File: config.mk
export PLATFORM = sky130hd
export DESIGN_NAME = timer_bus_ctrl
export DESIGN_NICKNAME = d
export VERILOG_FILES = /design/src/rtl/timer_bus_ctrl_pkg.sv /design/src/rtl/timer_bus_ctrl_irq_latch.sv /design/src/rtl/timer_bus_ctrl.sv
export SDC_FILE = /design/constraint.sdc
export NUM_CORES = 1
export LEC_CHECK = 0
export CORE_UTILIZATION = 34
export CTS_CLUSTER_DIAMETER = 40
export DETAILED_ROUTE_END_ITERATION = 8
export PLACE_DENSITY = 0.77
export SLEW_MARGIN = 20
export SYNTH_ARGS = -nofsm -noshare
export SYNTH_HDL_FRONTEND = slang
export SYNTH_HIERARCHICAL = 1
export SYNTH_SLANG_ARGS = --single-unit
File: constraint.sdc
create_clock -name clk -period 1.6 [get_ports clk]
set_input_delay 0.32 -clock clk [delete_from_list [all_inputs] [get_ports clk]]
set_output_delay 0.32 -clock clk [all_outputs]
set_load 0.02 [all_outputs]
File: src/rtl/timer_bus_ctrl_pkg.sv
// Shared constants and types for the timer bus controller.
// Holds the address map, FSM encodings, decode targets and source bit indices.
package timer_bus_ctrl_pkg;

    localparam logic [31:0] T0_BASE   = 32'h0000_7F00;
    localparam logic [31:0] T0_LAST   = 32'h0000_7F0B;
    localparam logic [31:0] T1_BASE   = 32'h0000_7F10;
    localparam logic [31:0] T1_LAST   = 32'h0000_7F1B;
    localparam logic [31:0] PEND_ADDR = 32'h0000_7F20;
    localparam logic [31:0] MASK_ADDR = 32'h0000_7F24;
    localparam logic [31:0] VEC_ADDR  = 32'h0000_7F28;

    localparam int NUM_SRC = 3;
    localparam int SRC_T0  = 0;
    localparam int SRC_T1  = 1;
    localparam int SRC_EXT = 2;

    localparam logic [1:0] VEC_NONE = 2'd3;

    typedef enum logic [1:0] {
        ST_IDLE   = 2'd0,
        ST_ACCESS = 2'd1,
        ST_RESP   = 2'd2
    } state_t;

    typedef enum logic [2:0] {
        TGT_NONE = 3'd0,
        TGT_T0   = 3'd1,
        TGT_T1   = 3'd2,
        TGT_PEND = 3'd3,
        TGT_MASK = 3'd4,
        TGT_VEC  = 3'd5
    } target_t;

    // Misaligned addresses never hit a register, even inside a window.
    function automatic target_t decode(input logic [31:0] addr);
        target_t tgt;
        tgt = TGT_NONE;
        if (addr[1:0] == 2'b00) begin
            if (addr >= T0_BASE && addr <= T0_LAST) begin
                tgt = TGT_T0;
            end else if (addr >= T1_BASE && addr <= T1_LAST) begin
                tgt = TGT_T1;
            end else if (addr == PEND_ADDR) begin
                tgt = TGT_PEND;
            end else if (addr == MASK_ADDR) begin
                tgt = TGT_MASK;
            end else if (addr == VEC_ADDR) begin
                tgt = TGT_VEC;
            end
        end
        return tgt;
    endfunction

    function automatic logic [1:0] lowest_set(input logic [NUM_SRC-1:0] v);
        logic [1:0] idx;
        idx = VEC_NONE;
        for (int i = NUM_SRC - 1; i >= 0; i--) begin
            if (v[i]) begin
                idx = 2'(i);
            end
        end
        return idx;
    endfunction

endpackage

File: src/rtl/timer_bus_ctrl_irq_latch.sv
// Interrupt edge detection, pending/mask registers and vector encoding.
// Pending bits are sticky until cleared by a write-one-to-clear access.
module irq_latch
    import timer_bus_ctrl_pkg::*;
(
    input  logic               clk,
    input  logic               reset,
    input  logic [NUM_SRC-1:0] src,
    input  logic [NUM_SRC-1:0] clr,
    input  logic               mask_we,
    input  logic [NUM_SRC-1:0] mask_din,
    output logic [NUM_SRC-1:0] pending,
    output logic [NUM_SRC-1:0] mask,
    output logic [NUM_SRC-1:0] hw_int,
    output logic [1:0]         vec
);

    logic [NUM_SRC-1:0] prev;
    logic [NUM_SRC-1:0] rise;
    logic               armed;

    // The first cycle after reset only primes prev, so a level already
    // high when reset drops is not mistaken for a fresh edge.
    assign rise = src & ~prev & {NUM_SRC{armed}};

    always_ff @(posedge clk) begin
        if (reset) begin
            prev    <= '0;
            armed   <= 1'b0;
            pending <= '0;
            mask    <= '0;
        end else begin
            prev    <= src;
            armed   <= 1'b1;
            pending <= (pending & ~clr) | rise;
            if (mask_we) begin
                mask <= mask_din;
            end
        end
    end

    assign hw_int = pending & mask;
    assign vec    = lowest_set(hw_int);

endmodule

File: src/rtl/timer_bus_ctrl.sv
// Single-master bus bridge to two timers plus an interrupt controller.
// Every access takes IDLE -> ACCESS -> RESP, acking two cycles after the request.
module timer_bus_ctrl
    import timer_bus_ctrl_pkg::*;
(
    input  logic        clk,
    input  logic        reset,
    input  logic        cpu_req,
    input  logic [31:0] cpu_addr,
    input  logic        cpu_we,
    input  logic [31:0] cpu_wdata,
    output logic        cpu_ack,
    output logic [31:0] cpu_rdata,
    output logic [29:0] t0_addr,
    output logic        t0_we,
    output logic [31:0] t0_din,
    input  logic [31:0] t0_dout,
    output logic [29:0] t1_addr,
    output logic        t1_we,
    output logic [31:0] t1_din,
    input  logic [31:0] t1_dout,
    input  logic        t0_irq,
    input  logic        t1_irq,
    input  logic        ext_irq,
    output logic [2:0]  hw_int,
    output logic        irq_req
);

    state_t             state;
    target_t            target;
    target_t            dec;
    logic [29:0]        word_addr;
    logic [31:0]        wdata;
    logic               we;
    logic [31:0]        rd_mux;

    logic [NUM_SRC-1:0] src;
    logic [NUM_SRC-1:0] clr;
    logic               mask_we;
    logic [NUM_SRC-1:0] pending;
    logic [NUM_SRC-1:0] mask;
    logic [1:0]         vec;
    logic               reg_write;

    assign dec = decode(cpu_addr);

    always_ff @(posedge clk) begin
        if (reset) begin
            state     <= ST_IDLE;
            target    <= TGT_NONE;
            word_addr <= '0;
            wdata     <= '0;
            we        <= 1'b0;
            cpu_ack   <= 1'b0;
            cpu_rdata <= '0;
            t0_we     <= 1'b0;
            t1_we     <= 1'b0;
        end else begin
            unique case (state)
                ST_IDLE: begin
                    cpu_ack <= 1'b0;
                    if (cpu_req) begin
                        target    <= dec;
                        word_addr <= cpu_addr[31:2];
                        wdata     <= cpu_wdata;
                        we        <= cpu_we;
                        t0_we     <= cpu_we && (dec == TGT_T0);
                        t1_we     <= cpu_we && (dec == TGT_T1);
                        state     <= ST_ACCESS;
                    end
                end
                ST_ACCESS: begin
                    t0_we     <= 1'b0;
                    t1_we     <= 1'b0;
                    cpu_ack   <= 1'b1;
                    cpu_rdata <= we ? '0 : rd_mux;
                    state     <= ST_RESP;
                end
                ST_RESP: begin
                    cpu_ack <= 1'b0;
                    state   <= ST_IDLE;
                end
                default: begin
                    cpu_ack <= 1'b0;
                    t0_we   <= 1'b0;
                    t1_we   <= 1'b0;
                    state   <= ST_IDLE;
                end
            endcase
        end
    end

    always_comb begin
        rd_mux = '0;
        unique case (target)
            TGT_T0:   rd_mux = t0_dout;
            TGT_T1:   rd_mux = t1_dout;
            TGT_PEND: rd_mux = {{(32-NUM_SRC){1'b0}}, pending};
            TGT_MASK: rd_mux = {{(32-NUM_SRC){1'b0}}, mask};
            TGT_VEC:  rd_mux = {30'b0, vec};
            default:  rd_mux = '0;
        endcase
    end

    // Register-file side effects happen only in the ACCESS cycle.
    assign reg_write = (state == ST_ACCESS) && we;
    assign clr       = (reg_write && target == TGT_PEND) ? wdata[NUM_SRC-1:0] : '0;
    assign mask_we   = reg_write && (target == TGT_MASK);

    assign src[SRC_T0]  = t0_irq;
    assign src[SRC_T1]  = t1_irq;
    assign src[SRC_EXT] = ext_irq;

    irq_latch u_irq_latch (
        .clk      (clk),
        .reset    (reset),
        .src      (src),
        .clr      (clr),
        .mask_we  (mask_we),
        .mask_din (wdata[NUM_SRC-1:0]),
        .pending  (pending),
        .mask     (mask),
        .hw_int   (hw_int),
        .vec      (vec)
    );

    assign irq_req = |hw_int;

    assign t0_addr = word_addr;
    assign t1_addr = word_addr;
    assign t0_din  = wdata;
    assign t1_din  = wdata;

endmodule

-- Word-level counts from Yosys, hierarchy flattened
Index checks and enable logic that the tools add are counted.
- register bits: 113
- bits of input ports: 135
- output and inout bits: 163
- logic and storage cells: 70
- $lt $le $gt $ge: 4
- equality and inequality tests: 13
- muxes and demuxes: 20
- bitwise operators: 8
- reductions and logical operators: 12
- operator list (cell ; number):
    32-bit one-hot mux with 5 select lines ; 1
    32-bit by 15-bit == test with 1-bit output, second input constant ; 3
    32-bit by 15-bit >= comparator with 1-bit output, second input constant ; 2
    32-bit by 15-bit less-or-equal comparator with 1-bit output, second input constant ; 2
    32-bit two-way mux ; 1
    3-bit two-way mux ; 7
    3-bit AND ; 4
    3-bit by 2-bit == test with 1-bit output, second input constant ; 3
    1-bit logical AND ; 7
    3-bit by 1-bit == test with 1-bit output, second input constant ; 2
    3-bit == test, second input constant ; 2
    2-bit two-way mux ; 3
    3-bit NOT ; 2
    1-bit two-way mux ; 5
    2-bit logical NOT ; 2
    1-bit one-hot mux with 2 select lines ; 2
    2-bit one-hot mux with 2 select lines ; 1
    2-bit AND reduction ; 2
    3-bit bitwise OR ; 1
    3-bit OR reduction ; 1
    2-bit by 1-bit == test with 1-bit output, second input constant ; 1
    2-bit == test, second input constant ; 1
    2-bit inequality test, second input constant ; 1
    1-bit NOT ; 1

-- Depth between registers and ports, before layout
- depth after elaboration: 11
- depth in mapped cells: 7
- depth with buffers taken out: 7

-- Cells and area by module
Netlist, hierarchy kept.
- by module, submodules not included (module ; instances ; cells an instance ; area an instance (um^2) ; seq. area each (um^2)):
    timer_bus_ctrl ; 1 ; 564 ; 4654.5 ; 2062.0
    irq_latch ; 1 ; 36 ; 354.1 ; 200.2

-- Worst setup path before layout
Ideal clock, no wire load.
- kind: reg2reg
- start point: reg state[1]
- end point: reg u_irq_latch.mask[0]
- library setup time: 0.117 ns
- arrival: 1.495 ns
- data required time: 1.483 ns
- slack: -0.013 ns
- stages on the path, launching flop included: 7
- path buffers: 2
- clock period less this slack: 1.613 ns
- cell sequence: dfxtp_1 nand2b_1 buf_2 clkbuf_1 nor3b_1 mux2i_1 nor2_1
- word-level cells in the longest chain between the ends: 3
- ends and longest elaborated chain (element ; line ; source):
    start: declaration ; timer_bus_ctrl.sv:29 ; state_t state;
    start signal: assignment ; timer_bus_ctrl.sv:49 ; state <= ST_IDLE;
    start signal: assignment ; timer_bus_ctrl.sv:69 ; state <= ST_ACCESS;
    start signal: assignment ; timer_bus_ctrl.sv:77 ; state <= ST_RESP;
    2-bit by 1-bit == test with 1-bit output ; timer_bus_ctrl.sv:106 ; assign reg_write = (state == ST_ACCESS) && we;
    1-bit logical AND ; timer_bus_ctrl.sv:106 ;
    1-bit logical AND ; timer_bus_ctrl.sv:108 ; assign mask_we = reg_write && (target == TGT_MASK);
    via mask_we ; timer_bus_ctrl.sv:39 ; logic mask_we;
    end signal: assignment ; timer_bus_ctrl_irq_latch.sv:37 ; mask <= mask_din;
    end: declaration ; timer_bus_ctrl_irq_latch.sv:13 ; output logic [NUM_SRC-1:0] mask,
The timed path passes the listed nets, and every way through them passes these cells.
A chain may end at the register's enable or synchronous reset.

-- Worst setup path in the final report
- start point: reg u_irq_latch.pending[0]
- end point: out irq_req
- word-level cells in the longest chain between the ends: 2
- ends and longest elaborated chain (element ; line ; source):
    start: declaration ; timer_bus_ctrl_irq_latch.sv:12 ; output logic [NUM_SRC-1:0] pending,
    start signal: assignment ; timer_bus_ctrl_irq_latch.sv:35 ; pending <= (pending & ~clr) | rise;
    3-bit AND ; timer_bus_ctrl_irq_latch.sv:42 ; assign hw_int = pending & mask;
    3-bit OR reduction ; timer_bus_ctrl.sv:127 ; assign irq_req = |hw_int;
    end: declaration ; timer_bus_ctrl.sv:26 ; output logic irq_req
Every way passes these cells.

==> summary.txt <==
Routing
  – Detail Route Antenna Nets: 0
  – DR vias: between 5000 and 6000
  – Metal-1 WL: 6.678 mm
  – Met3 WL: 1.308 mm
  – Max layer used: met4
  – Via density per instance: 4.774
  – Final wirelength: between 15 and 20 mm
  – Routed len/inst: 15.52 um
  – Drt first pass iters: 6
  – DRC Markers: 0
  – DRT iter0 DRCs: 235
  – Met2 wire len: 8.028 mm

Cells and area
  – NumNets Final: 991
  – Design Area, Final: 8462 sq um
  – Number of diodes: 0
  – Multi-input logic area: 2141 sq um
  – Most frequent cells in the layout: 168 x dlygate4sd2_1, 131 x nand2_1, 118 x clkdlybuf4s50_1
  – Reg area: ~2300 sq um
  – Final Core Density: roughly 60%
  – Fillers: 1298
  – Commonest non-fill, non-tap cell in the layout: dlygate4sd2_1
  – Area grow syn2layout: 68.95%
  – Layout cell share with drive strength beyond 1: 13.00%

Setup path
  – Critical Path End Type: primary output
  – Setup CP Type: reg2out
  – FF-to-FF End: u_irq_latch/mask[1]
  – Worst Setup SP: u_irq_latch/pending[0]
  – Reg2reg start: state[1]
  – Max incr delay on CP: 0.36 ns
  – Minimum setup slack among reg-to-reg paths: ~0.13 ns
  – Worst-path maximum fanout: 2
  – CP arrival: 1.36 ns
  – Worst R2R Path Depth: 5
  – Worst-path cell chain: and2_4 -> or3_4 -> buf_6
  – CP Launch Type: flip-flop
  – CP max stage cell: or3_4
  – Required @ worst endpoint: 1.28 ns

CTS
  – CTS buffer count: 17
  – Worst-Skew Late Latency: just over 0.4 ns
  – CTS root buffer: clkbuf_16
  – H-Tree Depth: 4
  – Bufs on Longest Clock Path: 2
  – Clock-pin slew on the worst setup and hold paths: 0.05 ns
  – CTS tree: yes
  – Clk sinks: 113

Power
  – Clock share of power: 46.7%
  – Combinational power share: between 10% and 20%
  – Switch share: 25.54%
  – Sequential power share: 37.8%
  – VDD IR max: 0.5921 mV
  – Internal cell power: about 6.0 mW
  – Net switching power: 2.041 mW
  – PD cells: about 940 nW/um^2
  – Leak: ~4 nW
  – Total chip power: around 8 mW

Timing
  – Worst-Margin Slew: 0.3466 ns
  – Worst hold margin: 0.2146 ns
  – Period utilisation layout: 105.1%
  – Final setup viols: 1
  – Fin crit period: 1.682 ns
  – RSZ-0062 raised after global routing: true
  – Setup TNS: -0.08215 ns
  – Max Slew Vio Count: 0
  – Worst slew margin: 76.79%
  – Final worst slack: -0.08215 ns
  – Clock Skew: 0.006744 ns
  – Final Hold Fails: 0
  – Fmax: 594.5 MHz

Run status
  – Failing checks: setup timing
  – Status: complete, but fails checks

Synthesis
  – Post-synth EDFFs: 0
  – Post-Syn Nets: roughly 740
  – Netlist cell types: 40
  – Syn_area_per_cell: 8.348 sq um
  – Mapped cell area: 5009 sq um
  – Async S/R FF share, synth: 0%
  – Seq/Total Area, Yosys: between 40 and 50%
  – Synth Register Bits: 113
  – Mapped Cells: 600
  – Post-synth top flop: dfxtp_1
  – Syn. warnings: 6

Global route
  – GRT Resource Usage Total: about a fifth
  – Antenna violations before repair: 0
  – Vias in the first global route: approximately 4600
  – Largest net degree at the start of global routing: just over 40
  – Total grt overflow: 0
  – First-pass GRT wire length: 23.67 mm

Hold path
  – Worst hold start: cpu_addr[29]
  – Worst hold endpoint: t0_addr[27]
  – Hold path cells: 3
  – Hold crit path type: in2reg

Floorplan
  – Top Ports: slightly below 300
  – Initial Util: 35.40%
  – Die H: 123.4 um
  – Core Area: between 10000 and 15000 sq um
  – FP Rows: 43
  – Die W: around 120 um
  – Die area: roughly 15000 sq um

Flow run
  – Max Cap Violations: 0

Place
  – Post-DP Area: 7993 sq um
  – Port buffer count: 297
  – Final GP Congestion: around 0.76
  – Final HPWL DP: 11.77 mm
Yosys cell counts, types with 2 or more instances:
library cell / number / area [sq um]
nand2_1: 132 / 495.5
dfxtp_1: 113 / 2262
a21oi_1: 76 / 380.4
buf_4: 62 / 465.5
nor2_1: 37 / 138.9
a22o_1: 29 / 254.0
a22oi_1: 29 / 217.7
clkbuf_1: 21 / 78.83
buf_2: 12 / 60.06
buf_1: 10 / 37.54
and2_1: 6 / 37.54
mux2i_1: 6 / 60.06
nand2b_1: 6 / 37.54
inv_1: 5 / 18.77
nand3b_1: 5 / 37.54
nor3_1: 5 / 25.02
nor3b_1: 5 / 37.54
a211oi_1: 4 / 30.03
mux2_2: 3 / 33.78
nand4b_1: 3 / 26.28
nor2b_1: 3 / 18.77
or3b_2: 3 / 26.28
and3_1: 2 / 12.51
nand3_1: 2 / 10.01
nand4_1: 2 / 12.51
nor4_4: 2 / 42.54
o21ai_0: 2 / 10.01
or3_1: 2 / 12.51
or4_4: 2 / 22.52
worst max-delay path by stage:
stage,to,slack [ns],depth (start not counted)
after global routing,irq_req,-0.14,4
after detailed placement,target[0],-0.57,5
after CTS,irq_req,-0.12,3
after global placement,target[0],-0.51,5
final,irq_req,-0.08,3
after floorplan,target[0],0.05,4
sequential cells by signal (all words and copies together) (netlist names), 2 cells and up:
| name | cells |
|---|---|
| u_irq_latch/mask | 3 |
| target | 3 |
| t0_din | 32 |
| t0_addr | 30 |
| cpu_rdata | 32 |
| u_irq_latch/prev | 3 |
| u_irq_latch/pending | 3 |
| state | 2 |
final cells by class:
| class | count | area share (%) |
|---|---|---|
| sequential | 113 | 26.82 |
| clock inverter | 12 | 1.567 |
| multi-input combinational | 377 | 25.30 |
| inverter | 5 | 0.2218 |
| tap | 180 | 2.662 |
| timing repair buffer | 342 | 37.91 |
| clock buffer | 20 | 5.515 |
timing repair:
action,CTS,global route
buffers inserted,0,1
pin swaps,7,8
resized for setup,185,23
hold buffers,0,0
endpoints found under the setup margin,168,15
gates cloned,0,1
per-stage QoR:
step | worst slack, ns | instances
after detailed placement | -0.5677 | 1015
after global placement | -0.5145 | 1015
after CTS | -0.1240 | 1047
final | -0.08215 | 1049
after floorplan | 0.04714 | 600
after global routing | -0.1365 | 1049
critical path, delay by kind of cell (launching register included):
kind	cells	cell delay (ns)
flops	1	0.32
buf+inv	1	0.14
simple gates	2	0.51
power by group through the flow:
| stage | Clock (mW) | Combinational (mW) | Sequential [mW] |
|---|---|---|---|
| finish | 3.74 | 1.24 | 3.02 |
| global route | 3.96 | 1.32 | 3.03 |
| CTS | 3.81 | 1.25 | 3.02 |
| detailed placement | 0 | 1.38 | 3.08 |
| global placement | 0 | 1.37 | 3.08 |
| floorplan | 0 | 0.526 | 3.18 |
cells by family after synthesis:
kind of cell              Yosys count  synth area share, %
buffers and inverters             110                13.19
muxes                               9                1.874
AOI/OAI and AO/OA                 147                19.29
xor gates and xnor gates            1               0.1749
DFF                               113                45.17
and+or+nand+nor                   220                20.31
metal layers:
metal / GRT usage [%] / up-vias
met4: 9.187 / 0
met5: 0 / -
met2: 34.43 / 194
met1: 24.00 / 2290
li1: - / 2506
met3: 6.319 / 18
Note: power is estimated with default switching activity, not from simulation.
